$ cat src/rtl/pwm_pkg.sv
// Shared definitions for the PWM configuration-update slice.
// Latency: n/a (types and constants only).
// Backpressure: n/a.
// Contents: default datapath widths and the update FSM state encoding.
package pwm_pkg;

    localparam int DW_DEF    = 16;
    localparam int FW_DEF    = 8;
    localparam int CNT_W_DEF = 8;

    // Update FSM encoding; kept as plain constants so older tools and
    // waveform scripts that decode the raw 2-bit value keep working.
    localparam logic [1:0] ST_IDLE    = 2'd0;
    localparam logic [1:0] ST_PENDING = 2'd1;
    localparam logic [1:0] ST_COMMIT  = 2'd2;

endpackage

$ cat src/rtl/pwm_wrap_det.sv
// Counter period-boundary detector: flags the first cycle the counter sits on its wrap value.
// Latency: combinational on count_val_i against a one-cycle-old copy of it; pulse lasts 1 cycle.
// Backpressure: none; the pulse is always produced and never held.
// Ports: clk/rst_n; count_val_i live count; period_act_i active period;
//        upnotdown_i direction (1 = up); wrap_o 1-cycle boundary pulse.
module pwm_wrap_det #(
    parameter int DW = pwm_pkg::DW_DEF
) (
    input  logic          clk,
    input  logic          rst_n,
    input  logic [DW-1:0] count_val_i,
    input  logic [DW-1:0] period_act_i,
    input  logic          upnotdown_i,
    output logic          wrap_o
);

    logic [DW-1:0] count_prev_q;

    always_ff @(posedge clk or negedge rst_n) begin
        if (!rst_n) begin
            count_prev_q <= '0;
        end else begin
            count_prev_q <= count_val_i;
        end
    end

    // Requiring a change since last cycle means a prescaled counter that holds
    // its wrap value for several cycles only produces one pulse.
    always_comb begin
        wrap_o = (count_val_i != count_prev_q) &&
                 (upnotdown_i ? (count_val_i == '0) : (count_val_i == period_act_i));
    end

endmodule

$ cat src/rtl/pwm_update_ctrl.sv
// Atomic PWM configuration commit: shadows register values and applies them as one set at a period boundary.
// Latency: upd_req+upd_now -> *_act after 2 cycles; boundary commit -> *_act 2 cycles after count hits wrap value.
// Backpressure: none; a newer upd_req while waiting replaces the held snapshot (latest wins).
// Ports: *_in register values, upd_req/upd_now request, count_val/en/upnotdown counter status;
//        *_act active config, upd_pending waiting flag, upd_done commit pulse, commit_cnt commit count.
module pwm_update_ctrl
    import pwm_pkg::*;
#(
    parameter int DW    = DW_DEF,
    parameter int FW    = FW_DEF,
    parameter int CNT_W = CNT_W_DEF
) (
    input  logic             clk,
    input  logic             rst_n,
    input  logic [DW-1:0]    period_in,
    input  logic [DW-1:0]    compare1_in,
    input  logic [DW-1:0]    compare2_in,
    input  logic [FW-1:0]    functions_in,
    input  logic             pwm_en_in,
    input  logic             upd_req,
    input  logic             upd_now,
    input  logic [DW-1:0]    count_val,
    input  logic             en,
    input  logic             upnotdown,
    output logic [DW-1:0]    period_act,
    output logic [DW-1:0]    compare1_act,
    output logic [DW-1:0]    compare2_act,
    output logic [FW-1:0]    functions_act,
    output logic             pwm_en_act,
    output logic             upd_pending,
    output logic             upd_done,
    output logic [CNT_W-1:0] commit_cnt
);

    logic [1:0]       state_q, state_d;
    logic             wrap;
    logic             commit;

    logic [DW-1:0]    snap_period_q, snap_cmp1_q, snap_cmp2_q;
    logic [FW-1:0]    snap_func_q;
    logic             snap_pwm_en_q;

    logic [DW-1:0]    period_q, cmp1_q, cmp2_q;
    logic [FW-1:0]    func_q;
    logic             pwm_en_q, pwm_en_d;
    logic             upd_done_q;
    logic [CNT_W-1:0] commit_cnt_q;

    pwm_wrap_det #(.DW(DW)) u_wrap_det (
        .clk          (clk),
        .rst_n        (rst_n),
        .count_val_i  (count_val),
        .period_act_i (period_q),
        .upnotdown_i  (upnotdown),
        .wrap_o       (wrap)
    );

    assign commit = (state_q == ST_COMMIT);

    always_comb begin
        state_d = state_q;
        case (state_q)
            ST_IDLE: begin
                // A stopped counter never reaches a boundary, so commit straight away.
                if (upd_req) begin
                    state_d = (upd_now || !en) ? ST_COMMIT : ST_PENDING;
                end
            end
            ST_PENDING: begin
                // A request arriving with the wrap still commits: the snapshot
                // taken on this edge is the one the COMMIT cycle applies.
                if ((upd_req && upd_now) || wrap || !en) begin
                    state_d = ST_COMMIT;
                end
            end
            ST_COMMIT: begin
                state_d = upd_req ? ST_PENDING : ST_IDLE;
            end
            default: begin
                state_d = ST_IDLE;
            end
        endcase
    end

    // Enable only rises through a commit, but a cleared register enable
    // shuts the output off at once regardless of update state.
    always_comb begin
        pwm_en_d = pwm_en_q;
        if (commit) begin
            pwm_en_d = snap_pwm_en_q;
        end
        if (!pwm_en_in) begin
            pwm_en_d = 1'b0;
        end
    end

    always_ff @(posedge clk or negedge rst_n) begin
        if (!rst_n) begin
            snap_period_q <= '0;
            snap_cmp1_q   <= '0;
            snap_cmp2_q   <= '0;
            snap_func_q   <= '0;
            snap_pwm_en_q <= 1'b0;
        end else if (upd_req) begin
            snap_period_q <= period_in;
            snap_cmp1_q   <= compare1_in;
            snap_cmp2_q   <= compare2_in;
            snap_func_q   <= functions_in;
            snap_pwm_en_q <= pwm_en_in;
        end
    end

    always_ff @(posedge clk or negedge rst_n) begin
        if (!rst_n) begin
            state_q      <= ST_IDLE;
            period_q     <= '0;
            cmp1_q       <= '0;
            cmp2_q       <= '0;
            func_q       <= '0;
            pwm_en_q     <= 1'b0;
            upd_done_q   <= 1'b0;
            commit_cnt_q <= '0;
        end else begin
            state_q    <= state_d;
            pwm_en_q   <= pwm_en_d;
            upd_done_q <= commit;
            if (commit) begin
                period_q     <= snap_period_q;
                cmp1_q       <= snap_cmp1_q;
                cmp2_q       <= snap_cmp2_q;
                func_q       <= snap_func_q;
                commit_cnt_q <= commit_cnt_q + CNT_W'(1);
            end
        end
    end

    assign period_act    = period_q;
    assign compare1_act  = cmp1_q;
    assign compare2_act  = cmp2_q;
    assign functions_act = func_q;
    assign pwm_en_act    = pwm_en_q;
    assign upd_pending   = (state_q == ST_PENDING);
    assign upd_done      = upd_done_q;
    assign commit_cnt    = commit_cnt_q;

endmodule

$ cat config.mk
export PLATFORM = sky130hd
export DESIGN_NAME = pwm_update_ctrl
export DESIGN_NICKNAME = d
export VERILOG_FILES = /design/src/rtl/pwm_pkg.sv /design/src/rtl/pwm_wrap_det.sv /design/src/rtl/pwm_update_ctrl.sv
export SDC_FILE = /design/constraint.sdc
export NUM_CORES = 1
export LEC_CHECK = 0
export ABC_AREA = 1
export BUFFER_PORTS_ARGS = -buffer_cell sky130_fd_sc_hd__buf_4
export CORE_ASPECT_RATIO = 1.5
export CORE_MARGIN = 8
export CORE_UTILIZATION = 53
export CTS_BUF_LIST = sky130_fd_sc_hd__clkbuf_16
export DETAILED_ROUTE_END_ITERATION = 7
export PLACE_DENSITY = 0.78
export RECOVER_POWER = 50
export SYNTH_ARGS = -nofsm -noshare
export SYNTH_HDL_FRONTEND = slang
export SYNTH_SLANG_ARGS = --single-unit
$ cat constraint.sdc
create_clock -name clk -period 1.43 [get_ports clk]
set_input_delay 0.143 -clock clk [delete_from_list [all_inputs] [get_ports clk]]
set_output_delay 0.143 -clock clk [all_outputs]
set_load 0.1 [all_outputs]
==> results.cfg <==
[timing]
setup_viol = 0
drv_slew = 0
period_minus_slack_ps = 1380
tightestPinTransition_ps = 444
rsz0062_at_grt = true
fin_crit_sh_pct = 96.2
finClkSkew_ps = 7.22
holdWs_ps = 50.6
timing.slew.headroom_pct = 70.4
fin_ws_ps = 53.6
max_freq_mhz = 727
hold_viol_final = 0

[logic_synthesis]
synth.most_common_cell = nand2_1
synth_xor_area_share_pct = 3.22
synth_simple_gate_area_share_pct = 15.7
ys_ff_latch = 141
synthDistinctLibCells = 22
ys_top_cells_by_count = 182 x nand2_1, 141 x dfrtp_1, 113 x o21ai_0
syn_nets = 711
synth-compound-area-share_pct = 10.4
synth_top_cell_area_share_pct = 61.8
yosys.area_share.adder_pct = 0.219
synth_warnings = 0
synth_mux_area_share_pct = 0.197
syn_inst = 631
synth.cell_area_mm2 = 0.00571
synth_top_family_by_area = simple AND/OR/NAND/NOR gates
yosys.area.top_type = dfrtp_1
syn_area_per_cell_um2 = 9.04
synthFlopType = dfrtp_1
synth-seq-area-share_pct = 61.8
synth_edf_count = 0
synthTopCellsByArea = dfrtp_1 62%, nand2_1 12%, o21ai_0 9.9%, inv_1 6.0%, xor2_1 3.1%
async_flop_share_pct = 100

[floorplan]
die_w_um = 101
core_area_mm2 = 0.0105
start_util_pct = 54.2
placementRows = 46
ioPinCount = 146
die-area_mm2 = 0.0144
die_h_um = 143

[routing]
routed_via_density = 4.94
routed_wl_mm = 16.2
drtPass1Iterations = 5
vias = 5008
post_drt_wl_per_cell_um = 15.9
ant_nets = 0
post-route-drc-count = 0
drtIter0Drc = 214

[global_routing]
antenna_found_initial = 1
overflow = 0
grt_pass1_vias = 5343
track_usage_pct = 23.6
grt_pass1_wl_mm = 26.0
grt_max_degree = 65

[power]
seqPwrFrac_pct = 28.1
leakage_nw = 4.28
swShare_pct = 51.9
pwr-share-comb_pct = 50.2
clockPowerShare_pct = 21.7
p_int_w = 0.0102
p_per_area_mw_per_mm2 = 2520
p_sw_w = 0.0110
ir_worst_vdd_mv = 2.25

[clocking]
cts_max_path_buffers = 2
root_buffer = clkbuf_16
htreeDepth = 4
clock_sinks = 141
cts_tree = yes
clkSlewWorstSetupHoldPaths_ps = 50
cts_made_buffers = 17
clock_latency_ps = 410

[setup_path]
regToRegStartpoint = period_act[12]$_DFFE_PN0P_
startpoint = state_q[0]$_DFFE_PN0P_
regToRegSetupSlack_ps = 100
crit_path_top_delay_cell = dfrtp_1
r2r_cells = 9
crit_family = buffers and inverters
worstPathRequired_ps = 1290
r2r-end = state_q[0]$_DFFE_PN0P_
crit_fanout = 2
cp.arrival_ps = 1230
cp-end-kind = primary output
path_buf_inv = 3
cp-start-kind = register
worstSetupPathType = reg2out
cp_cell_sequence = inv_2, buf_6, nor2_4, buf_12
cpPeakStageDelay_ps = 340

[min_path]
hold_path_startpoint = upd_now
whs_path_depth = 4
hold_class = in2reg
hold_path_end = state_q[0]$_DFFE_PN0P_

[place]
placed_cells = 905
gp_congestion = 0.796
dp_slack_ps = 90.2
dpl.hpwl_mm = 10.0
io_buffers = 145

[layout]
instances_no_fill = 1014
syn2layout_area_growth_pct = 47.5
drive_gt1_share_pct = 25.4
fin_util_pct = 79.9
final_nets = 936

[job]
maxCapViolations = 0

[outcome]
status = completed
-- worst max-delay path by stage --
stage | slack, ps | depth (start not counted) | endpoint
2_1_floorplan | 4 | 9 | state_q[0]$_DFFE_PN0P_
3_3_place_gp | 110 | 10 | state_q[0]$_DFFE_PN0P_
3_5_place_dp | 90 | 10 | state_q[0]$_DFFE_PN0P_
4_1_cts | 8 | 4 | upd_pending
5_1_grt | -20 | 11 | state_q[0]$_DFFE_PN0P_
6_report | 50 | 4 | upd_pending
-- power by group through the flow --
stage | logic, W | registers, W | clock network [W]
after floorplan | 0.00155 | 0.0123 | 0
after global placement | 0.0102 | 0.00588 | 0
after detailed placement | 0.0104 | 0.00594 | 0
after CTS | 0.0106 | 0.00591 | 0.00466
after global routing | 0.0111 | 0.00606 | 0.00486
final | 0.0106 | 0.00595 | 0.00460
-- layer usage --
layer / GRT usage (%) / vias up / part of all wire, %
met2: 42.1 / 160 / 55
met3: 8.19 / 36 / 5.7
li1: - / 2384 / -
met1: 23.8 / 2428 / 36
met4: 11.4 / 0 / 2.9
met5: 0 / - / 0
-- worst register-to-register path: cells and delay by family, from the launching register on --
kind	cells	cell delay, ps
simple gates	8	640
flops	1	420
xor+xnor	1	150
-- cells in the final DEF (no fill, tap or decap) --
| cell | netlist | layout |
|---|---|---|
| nand2_1 | 182 | 180 |
| dfrtp_1 | 141 | 117 |
| o21ai_0 | 113 | 113 |
| buf_4 | 5 | 99 |
| inv_1 | 91 | 90 |
| dlygate4sd3_1 | 0 | 74 |
| clkbuf_4 | 0 | 42 |
| nor2_1 | 38 | 35 |
| xor2_1 | 20 | 20 |
| dfrtp_2 | 0 | 18 |
| clkbuf_16 | 0 | 17 |
| clkbuf_1 | 13 | 8 |
| dfrtp_4 | 0 | 6 |
| inv_2 | 4 | 5 |
| buf_12 | 0 | 5 |
| nand3_1 | 4 | 4 |
| bufinv_16 | 0 | 4 |
| clkinvlp_4 | 0 | 4 |
| nand2_2 | 1 | 3 |
| clkinv_2 | 0 | 3 |
| buf_6 | 0 | 3 |
| a21oi_1 | 3 | 2 |
| a21oi_2 | 1 | 2 |
| nor2_2 | 0 | 2 |
| inv_6 | 0 | 2 |
| diode_2 | 0 | 1 |
| nand2_4 | 1 | 1 |
| nor2_4 | 0 | 1 |
| nand4_1 | 1 | 1 |
| nor3_4 | 1 | 1 |
| xnor2_1 | 1 | 1 |
| mux2_2 | 1 | 1 |
| a31oi_1 | 1 | 1 |
| nor3_2 | 1 | 1 |
| ha_1 | 1 | 1 |
| clkinv_1 | 0 | 1 |
| clkinv_4 | 0 | 1 |
-- sequential cells by signal, indices dropped and copies added (netlist names), 16 cells and up --
| signal | flops |
|---|---|
| compare1_act | 16 |
| compare2_act | 16 |
| snap_cmp1_q | 16 |
| period_act | 16 |
| snap_period_q | 16 |
| snap_cmp2_q | 16 |
| u_wrap_det.count_prev_q | 16 |
-- repair_timing --
item,in CTS,in global routing
resized for setup,4,8
setup endpoints to repair,1,10
setup buffers,2,0
hold buffers,74,0
endpoints found under the hold margin,113,0
pin swaps,1,5
-- metrics by stage --
step           power, W  setup TNS [ps]  cell area (µm²)
6_report         0.0212               0             8420
5_1_grt          0.0220           -27.8             8420
4_1_cts          0.0212               0             8420
3_5_place_dp     0.0163               0             7030
3_3_place_gp     0.0161               0             7030
2_1_floorplan    0.0138               0             5760
-- final cells by class --
cell class | instances | area (µm²)
flip-flops and latches | 141 | 3570
well taps | 144 | 180
repair buffers | 231 | 1960
clock inverters | 15 | 195
fillers | 654 | 2120
inverters | 95 | 357
clock buffers | 17 | 425
multi-input cells | 370 | 1720
diodes | 1 | 2.50
-- kinds of logic after synthesis --
kind of cell | Yosys count
AO/OA/AOI/OAI | 118
XOR/XNOR | 21
adder cells (fa/ha/maj) | 1
buffers and inverters | 120
flip-flops | 141
multiplexers | 1
AND/OR/NAND/NOR | 229
Note: power is estimated with default switching activity, not from simulation.
